File: config.mk
export PLATFORM = sky130hd
export DESIGN_NAME = mips_control_unit
export DESIGN_NICKNAME = d
export VERILOG_FILES = /design/src/rtl/mips_pkg.sv /design/src/rtl/mips_control_unit_alu_control_decoder.sv /design/src/rtl/mips_control_unit.sv
export SDC_FILE = /design/constraint.sdc
export NUM_CORES = 1
export LEC_CHECK = 0
export CAP_MARGIN = 0
export CORE_UTILIZATION = 33
export CTS_CLUSTER_DIAMETER = 150
export DETAILED_ROUTE_END_ITERATION = 6
export PLACE_DENSITY_LB_ADDON = 0.08
export SKIP_CTS_REPAIR_TIMING = 1
export SLEW_MARGIN = 20
export SYNTH_ARGS = -nofsm -noshare
export SYNTH_HDL_FRONTEND = slang
export SYNTH_SLANG_ARGS = --single-unit
export TNS_END_PERCENT = 20
File: constraint.sdc
create_clock -name clock -period 1.6 [get_ports clock]
set_clock_uncertainty 0.05 [all_clocks]
set_input_delay 0.48 -clock clock [delete_from_list [all_inputs] [get_ports clock]]
set_output_delay 0.48 -clock clock [all_outputs]
set_load 0.05 [all_outputs]
File: src/rtl/mips_pkg.sv
// Shared encodings for the MIPS multicycle control unit: opcodes, functs,
// ALU operation codes, FSM states and the registered control bundle.
package mips_pkg;

   localparam int unsigned OP_W  = 6;
   localparam int unsigned FN_W  = 6;
   localparam int unsigned ALU_W = 4;

   localparam logic [OP_W-1:0] OP_RTYPE = 6'b000000;
   localparam logic [OP_W-1:0] OP_J     = 6'b000010;
   localparam logic [OP_W-1:0] OP_BEQ   = 6'b000100;
   localparam logic [OP_W-1:0] OP_BNE   = 6'b000101;
   localparam logic [OP_W-1:0] OP_ADDI  = 6'b001000;
   localparam logic [OP_W-1:0] OP_LW    = 6'b100011;
   localparam logic [OP_W-1:0] OP_SW    = 6'b101011;
   localparam logic [OP_W-1:0] OP_PRINT = 6'b111111;

   localparam logic [FN_W-1:0] FN_ADD  = 6'b100000;
   localparam logic [FN_W-1:0] FN_SUB  = 6'b100010;
   localparam logic [FN_W-1:0] FN_AND  = 6'b100100;
   localparam logic [FN_W-1:0] FN_OR   = 6'b100101;
   localparam logic [FN_W-1:0] FN_NOR  = 6'b100111;
   localparam logic [FN_W-1:0] FN_SLT  = 6'b101010;
   localparam logic [FN_W-1:0] FN_SLL  = 6'b000000;
   localparam logic [FN_W-1:0] FN_SRL  = 6'b000010;
   localparam logic [FN_W-1:0] FN_MULT = 6'b011000;
   localparam logic [FN_W-1:0] FN_DIV  = 6'b011010;

   // ALU operation codes; 0000 is the idle code that arms the next re-evaluation
   localparam logic [ALU_W-1:0] ALU_NONE = 4'b0000;
   localparam logic [ALU_W-1:0] ALU_ADD  = 4'b0010;
   localparam logic [ALU_W-1:0] ALU_SUB  = 4'b0110;
   localparam logic [ALU_W-1:0] ALU_AND  = 4'b1011;
   localparam logic [ALU_W-1:0] ALU_OR   = 4'b0001;
   localparam logic [ALU_W-1:0] ALU_NOR  = 4'b1001;
   localparam logic [ALU_W-1:0] ALU_SLT  = 4'b0111;
   localparam logic [ALU_W-1:0] ALU_SLL  = 4'b0101;
   localparam logic [ALU_W-1:0] ALU_SRL  = 4'b1000;
   localparam logic [ALU_W-1:0] ALU_MULT = 4'b1111;
   localparam logic [ALU_W-1:0] ALU_DIV  = 4'b0011;
   localparam logic [ALU_W-1:0] ALU_BEQ  = 4'b1100;
   localparam logic [ALU_W-1:0] ALU_BNE  = 4'b0100;

   typedef enum logic [2:0] {
      S_FETCH, S_DECODE, S_EXECUTE, S_MEM, S_WRITEBACK, S_BRANCH, S_PRINT
   } state_t;

   typedef enum logic [2:0] {
      C_RTYPE, C_ADDI, C_LW, C_SW, C_BRANCH, C_JUMP, C_PRINT, C_ILLEGAL
   } instr_class_t;

   typedef struct packed {
      logic [ALU_W-1:0] alu_ctrl;
      logic             print;
      logic             shamt;
      logic             ir_write;
      logic             pc_inc;
      logic             pc_branch;
      logic             pc_jump;
      logic             reg_write;
      logic             reg_dst;
      logic             alu_src;
      logic             mem_to_reg;
      logic             mem_read;
      logic             mem_write;
      logic             illegal;
   } ctrl_t;

endpackage

File: src/rtl/mips_control_unit_alu_control_decoder.sv
// Combinational opcode/funct decode into ALU code, datapath mux selects and
// an instruction class used by the sequencing FSM.
module alu_control_decoder
   import mips_pkg::*;
(
   input  logic [OP_W-1:0]  opcode,
   input  logic [FN_W-1:0]  funct,
   output logic [ALU_W-1:0] alu_ctrl_c,
   output logic             alu_src_c,
   output logic             reg_dst_c,
   output logic             illegal_c,
   output instr_class_t     iclass_c
);

   always_comb begin
      alu_ctrl_c = ALU_NONE;
      alu_src_c  = 1'b0;
      reg_dst_c  = 1'b0;
      iclass_c   = C_ILLEGAL;
      case (opcode)
         OP_RTYPE: begin
            iclass_c  = C_RTYPE;
            reg_dst_c = 1'b1;
            case (funct)
               FN_ADD:  alu_ctrl_c = ALU_ADD;
               FN_SUB:  alu_ctrl_c = ALU_SUB;
               FN_AND:  alu_ctrl_c = ALU_AND;
               FN_OR:   alu_ctrl_c = ALU_OR;
               FN_NOR:  alu_ctrl_c = ALU_NOR;
               FN_SLT:  alu_ctrl_c = ALU_SLT;
               FN_SLL:  alu_ctrl_c = ALU_SLL;
               FN_SRL:  alu_ctrl_c = ALU_SRL;
               FN_MULT: alu_ctrl_c = ALU_MULT;
               FN_DIV:  alu_ctrl_c = ALU_DIV;
               default: begin
                  iclass_c  = C_ILLEGAL;
                  reg_dst_c = 1'b0;
               end
            endcase
         end
         OP_ADDI: begin
            iclass_c   = C_ADDI;
            alu_ctrl_c = ALU_ADD;
            alu_src_c  = 1'b1;
         end
         OP_LW: begin
            iclass_c   = C_LW;
            alu_ctrl_c = ALU_ADD;
            alu_src_c  = 1'b1;
         end
         OP_SW: begin
            iclass_c   = C_SW;
            alu_ctrl_c = ALU_ADD;
            alu_src_c  = 1'b1;
         end
         OP_BEQ: begin
            iclass_c   = C_BRANCH;
            alu_ctrl_c = ALU_BEQ;
         end
         OP_BNE: begin
            iclass_c   = C_BRANCH;
            alu_ctrl_c = ALU_BNE;
         end
         OP_J:     iclass_c = C_JUMP;
         OP_PRINT: iclass_c = C_PRINT;
         default:  iclass_c = C_ILLEGAL;
      endcase
      illegal_c = (iclass_c == C_ILLEGAL);
   end

endmodule

File: src/rtl/mips_control_unit.sv
// Multicycle MIPS control FSM. Outputs are registered alongside the state and
// describe the state being entered, so every strobe is glitch-free and resets async.
module mips_control_unit
   import mips_pkg::*;
(
   input  logic             clock,
   input  logic             reset_n,
   input  logic [31:0]      instruction,
   input  logic [31:0]      ALU_result,
   input  logic             mem_ready,
   output logic [ALU_W-1:0] ALUCtrl,
   output logic             print,
   output logic             shamt,
   output logic             ir_write,
   output logic             pc_inc,
   output logic             pc_branch,
   output logic             pc_jump,
   output logic             reg_write,
   output logic             reg_dst,
   output logic             alu_src,
   output logic             mem_to_reg,
   output logic             mem_read,
   output logic             mem_write,
   output logic             illegal
);

   state_t           state, state_nxt;
   ctrl_t            ctrl_q, ctrl_nxt;
   logic             running;
   logic [ALU_W-1:0] dec_alu_ctrl;
   logic             dec_alu_src, dec_reg_dst, dec_illegal;
   instr_class_t     iclass;
   logic             unused_instr_bits;

   assign unused_instr_bits = ^{instruction[25:7]};

   alu_control_decoder u_dec (
      .opcode     (instruction[31:26]),
      .funct      (instruction[5:0]),
      .alu_ctrl_c (dec_alu_ctrl),
      .alu_src_c  (dec_alu_src),
      .reg_dst_c  (dec_reg_dst),
      .illegal_c  (dec_illegal),
      .iclass_c   (iclass)
   );

   // running holds off the first FETCH until the first edge after reset release
   always_ff @(posedge clock or negedge reset_n) begin
      if (!reset_n) begin
         state   <= S_FETCH;
         ctrl_q  <= '0;
         running <= 1'b0;
      end else begin
         state   <= state_nxt;
         ctrl_q  <= ctrl_nxt;
         running <= 1'b1;
      end
   end

   always_comb begin
      state_nxt = state;
      ctrl_nxt  = '0;
      if (!running) begin
         state_nxt = S_FETCH;
      end else begin
         case (state)
            S_FETCH: state_nxt = S_DECODE;
            S_DECODE: begin
               case (iclass)
                  C_JUMP, C_ILLEGAL: state_nxt = S_FETCH;
                  C_PRINT:           state_nxt = S_PRINT;
                  default:           state_nxt = S_EXECUTE;
               endcase
            end
            S_EXECUTE: begin
               case (iclass)
                  C_LW, C_SW:      state_nxt = S_MEM;
                  C_BRANCH:        state_nxt = S_BRANCH;
                  C_RTYPE, C_ADDI: state_nxt = S_WRITEBACK;
                  default:         state_nxt = S_FETCH;
               endcase
            end
            S_MEM: begin
               if (mem_ready) state_nxt = (iclass == C_LW) ? S_WRITEBACK : S_FETCH;
            end
            default: state_nxt = S_FETCH;
         endcase
      end

      // ALUCtrl stays zero outside EXECUTE so back-to-back identical ops re-trigger
      case (state_nxt)
         S_FETCH: begin
            ctrl_nxt.ir_write = 1'b1;
            ctrl_nxt.pc_inc   = 1'b1;
         end
         S_DECODE: begin
            ctrl_nxt.pc_jump = (iclass == C_JUMP);
            ctrl_nxt.illegal = dec_illegal;
         end
         S_EXECUTE: begin
            ctrl_nxt.alu_ctrl = dec_alu_ctrl;
            ctrl_nxt.alu_src  = dec_alu_src;
            ctrl_nxt.shamt    = instruction[6];
         end
         S_MEM: begin
            ctrl_nxt.mem_read  = (iclass == C_LW);
            ctrl_nxt.mem_write = (iclass == C_SW);
         end
         S_WRITEBACK: begin
            ctrl_nxt.reg_write  = 1'b1;
            ctrl_nxt.reg_dst    = dec_reg_dst;
            ctrl_nxt.mem_to_reg = (iclass == C_LW);
         end
         S_BRANCH: ctrl_nxt.pc_branch = (ALU_result != 32'd0);
         S_PRINT:  ctrl_nxt.print     = 1'b1;
         default:  ctrl_nxt           = '0;
      endcase
   end

   assign ALUCtrl    = ctrl_q.alu_ctrl;
   assign print      = ctrl_q.print;
   assign shamt      = ctrl_q.shamt;
   assign ir_write   = ctrl_q.ir_write;
   assign pc_inc     = ctrl_q.pc_inc;
   assign pc_branch  = ctrl_q.pc_branch;
   assign pc_jump    = ctrl_q.pc_jump;
   assign reg_write  = ctrl_q.reg_write;
   assign reg_dst    = ctrl_q.reg_dst;
   assign alu_src    = ctrl_q.alu_src;
   assign mem_to_reg = ctrl_q.mem_to_reg;
   assign mem_read   = ctrl_q.mem_read;
   assign mem_write  = ctrl_q.mem_write;
   assign illegal    = ctrl_q.illegal;

endmodule
==> impl_metrics.yaml <==
run_status:
  status: "finished with violations"
  failed_checks: "setup timing"
detailed_routing:
  drtIter0Drc: 30
  drt_first_pass_iters: 4
  drtAntennaViolNets: 0
  routed_wl_mm: 4.601
  drc: 0
  via_per_inst: 5.250
  num_vias: 1638
  wire_per_inst_um: 14.75
clocking:
  numCtsBuffers: 3
  htree_levels: 1
  clock_sinks: 20
  root_buffer: "clkbuf_8"
  clk_pin_slew_worst_paths_ps: 80
  clock_latency_ps: 260
  cts_tree: "done"
  clockBufferDepth: 2
timing:
  fmax_ghz: 0.5606
  rsz0062_at_grt: "true"
  whs_ps: 504.3
  period_share_pct: 111.5
  setup_viol: 13
  hold_viol: 0
  slew_violations: 0
  fin_crit_ps: 1784
  fin_ws_ps: -183.9
synth:
  synthCells: 155
  synth_edf_count: 0
  yosys.area_share.simple_pct: 37.52
  synth_cell_types: 48
  synth.area.top_cells: "dfrtp_1 (37%), nor2_1 (4.1%), nor3_1 (3.7%), nor4_1 (3.7%), buf_4 (2.8%)"
  yosysTopAreaCellShare_pct: 36.70
  synth-adder-area-share_pct: 0
  yosysSeqAreaShare_pct: 36.70
  synth_compound_area_share_pct: 17.89
  avgSynthCellArea_um2: 8.799
  ys.flop_type: "dfrtp_1"
  yosys_warnings: 0
  synthTopCellsByCount: "dfrtp_1 (20), nor2_1 (15), nor3_1 (10), nand2_1 (8), nor4_1 (8)"
  syn_nets: 222
  synth_area_mm2: 0.001364
  synthMuxAreaShare_pct: 0.7339
  synth_seq_cells: 20
  ys_async_sr_fraction_pct: 100.0
  synth_top_family_by_area: "simple AND/OR/NAND/NOR gates"
  yosys.area.top_type: "dfrtp_1"
  synth_xor_area_share_pct: 0.6422
  yosysMostFrequentCell: "dfrtp_1"
place:
  dp_hpwl_mm: 3.671
  post_dp_cell_area_mm2: 0.002504
  gp_congestion: 0.9577
  port_buffers: 64
  placed_cells: 302
worst_hold_path:
  holdCritPathClass: "input port to asynchronous set/reset pin"
finish:
  area_growth_pct: 102.8
  fin_nets: 330
  final_cell_count_no_fill: 312
  fin_util_pct: 69.63
  largest_reg_flops: 4
  layout-drive-gt1-share_pct: 44.27
  final_area_mm2: 0.002765
  diodes: 0
floorplanning:
  die_h_um: 66.29
  rows: 23
  io_pins: 84
  coreArea_mm2: 0.003971
  die_x_um: 66.29
  start_util_pct: 34.34
  die_area_mm2: 0.004394
pwr:
  share_comb_of_total_power_pct: 29.0
  leakage_nw: 1.194
  p_seq_share_pct: 36.4
  pwr_density_cell_mw_per_mm2: 524.9
  internal_power_mw: 1.091
  vdd.ir_drop.worst_uv: 299.3
  p_switching_mw: 0.3608
  switching_share_pct: 24.86
  clockPowerShare_pct: 34.6
critical_path:
  r2r_cells: 5
  worstPathMaxFanout: 7
  cp_slowest_stage_delay_ps: 480
  crit_type: "register to register"
  worstPathRequired_ps: 1720
  crit_slowest_cell: "dfrtp_2"
  cp-start-kind: "register"
  end_kind: "register"
  cp.arrival_ps: 1910
  crit_chain: "nor4bb_2, nor2_1, a21oi_1, o211ai_1, nor3_1"
grt:
  grt_start_max_net_pins: 21
  overflow: 0
  grt_pass1_wl_mm: 6.775
  grt_pass1_vias: 1586
  antenna_found_initial: 0
  grtUsageTotal_pct: 20.41
run:
  drv_cap: 0
through the flow:
| step | setup TNS [ps] | total power, mW | setup slack, ps |
|---|---|---|---|
| global route | -2304 | 1.507 | -255.6 |
| floorplan | -1553 | 0.6758 | -214.9 |
| detailed placement | -13150 | 0.9257 | -821.0 |
| CTS | -8051 | 1.428 | -551.8 |
| global placement | -12870 | 0.9192 | -813.4 |
| finish | -1465 | 1.451 | -183.9 |
power groups by stage:
stage / Sequential, mW / Combinational (mW) / Clock (mW)
after floorplan: 0.549 / 0.127 / 0
after global placement: 0.535 / 0.384 / 0
after detailed placement: 0.535 / 0.391 / 0
after CTS: 0.526 / 0.392 / 0.510
after global routing: 0.529 / 0.452 / 0.526
final: 0.528 / 0.421 / 0.503
routing by layer:
layer  part of all wire [%]  wire length (um)  up-vias  track usage [%]
li1                       -                 -      797                -
met1                     38              1755      765            21.79
met2                     52              2404       70            40.05
met3                    8.2               377        6            3.276
met4                    1.4                64        0            6.383
met5                      0                 0        -                0
final cells by class:
cell class,count,area [um2]
Fill cell,316,1206
Timing Repair Buffer,114,1179
Multi-Input combinational cell,121,937.1
Sequential cell,20,504.2
Tap cell,50,62.56
Clock buffer,3,41.29
Clock inverter,1,30.03
Inverter,3,11.26
cell usage in the layout, fill, tap and decap left out, types with 3 or more instances in the layout:
cell type and instances:
dfrtp_1 17, dfrtp_2 3, clkbuf_2 6, buf_12 17, o211ai_1 3, nand4_1 6
nand2_1 8, dlymetal6s2s_1 7, nor2_1 13, clkdlybuf4s50_1 34, buf_4 47, o21ai_0 6
clkbuf_8 3, and3_4 4, nor2b_1 3, nor4_1 8, a21oi_1 5, inv_1 3
nor3_1 8
path summary, 6_finish.rpt:
kind	from	end	slack, ps
hold reg to reg	running	state[2]	620
max in group asynchronous	reset_n	state[0]	770
setup / recovery	state[2]	pc_branch	-180
hold / removal	reset_n	pc_branch	500
setup reg to reg	state[2]	pc_branch	-180
min in group clock	instruction[27]	ALUCtrl[2]	580
kinds of logic after synthesis:
kind of cell | after synthesis
AO/OA/AOI/OAI | 34
XOR/XNOR | 1
buffers and inverters | 14
flip-flops | 20
multiplexers | 1
other | 1
AND/OR/NAND/NOR | 84
worst max-delay path, delay by kind of cell (launching register included):
family / cells / cell delay, ps
AO/OA/AOI/OAI: 2 / 430
flip-flops: 1 / 480
AND/OR/NAND/NOR: 3 / 730
Power figures use the tool's default switching activity.
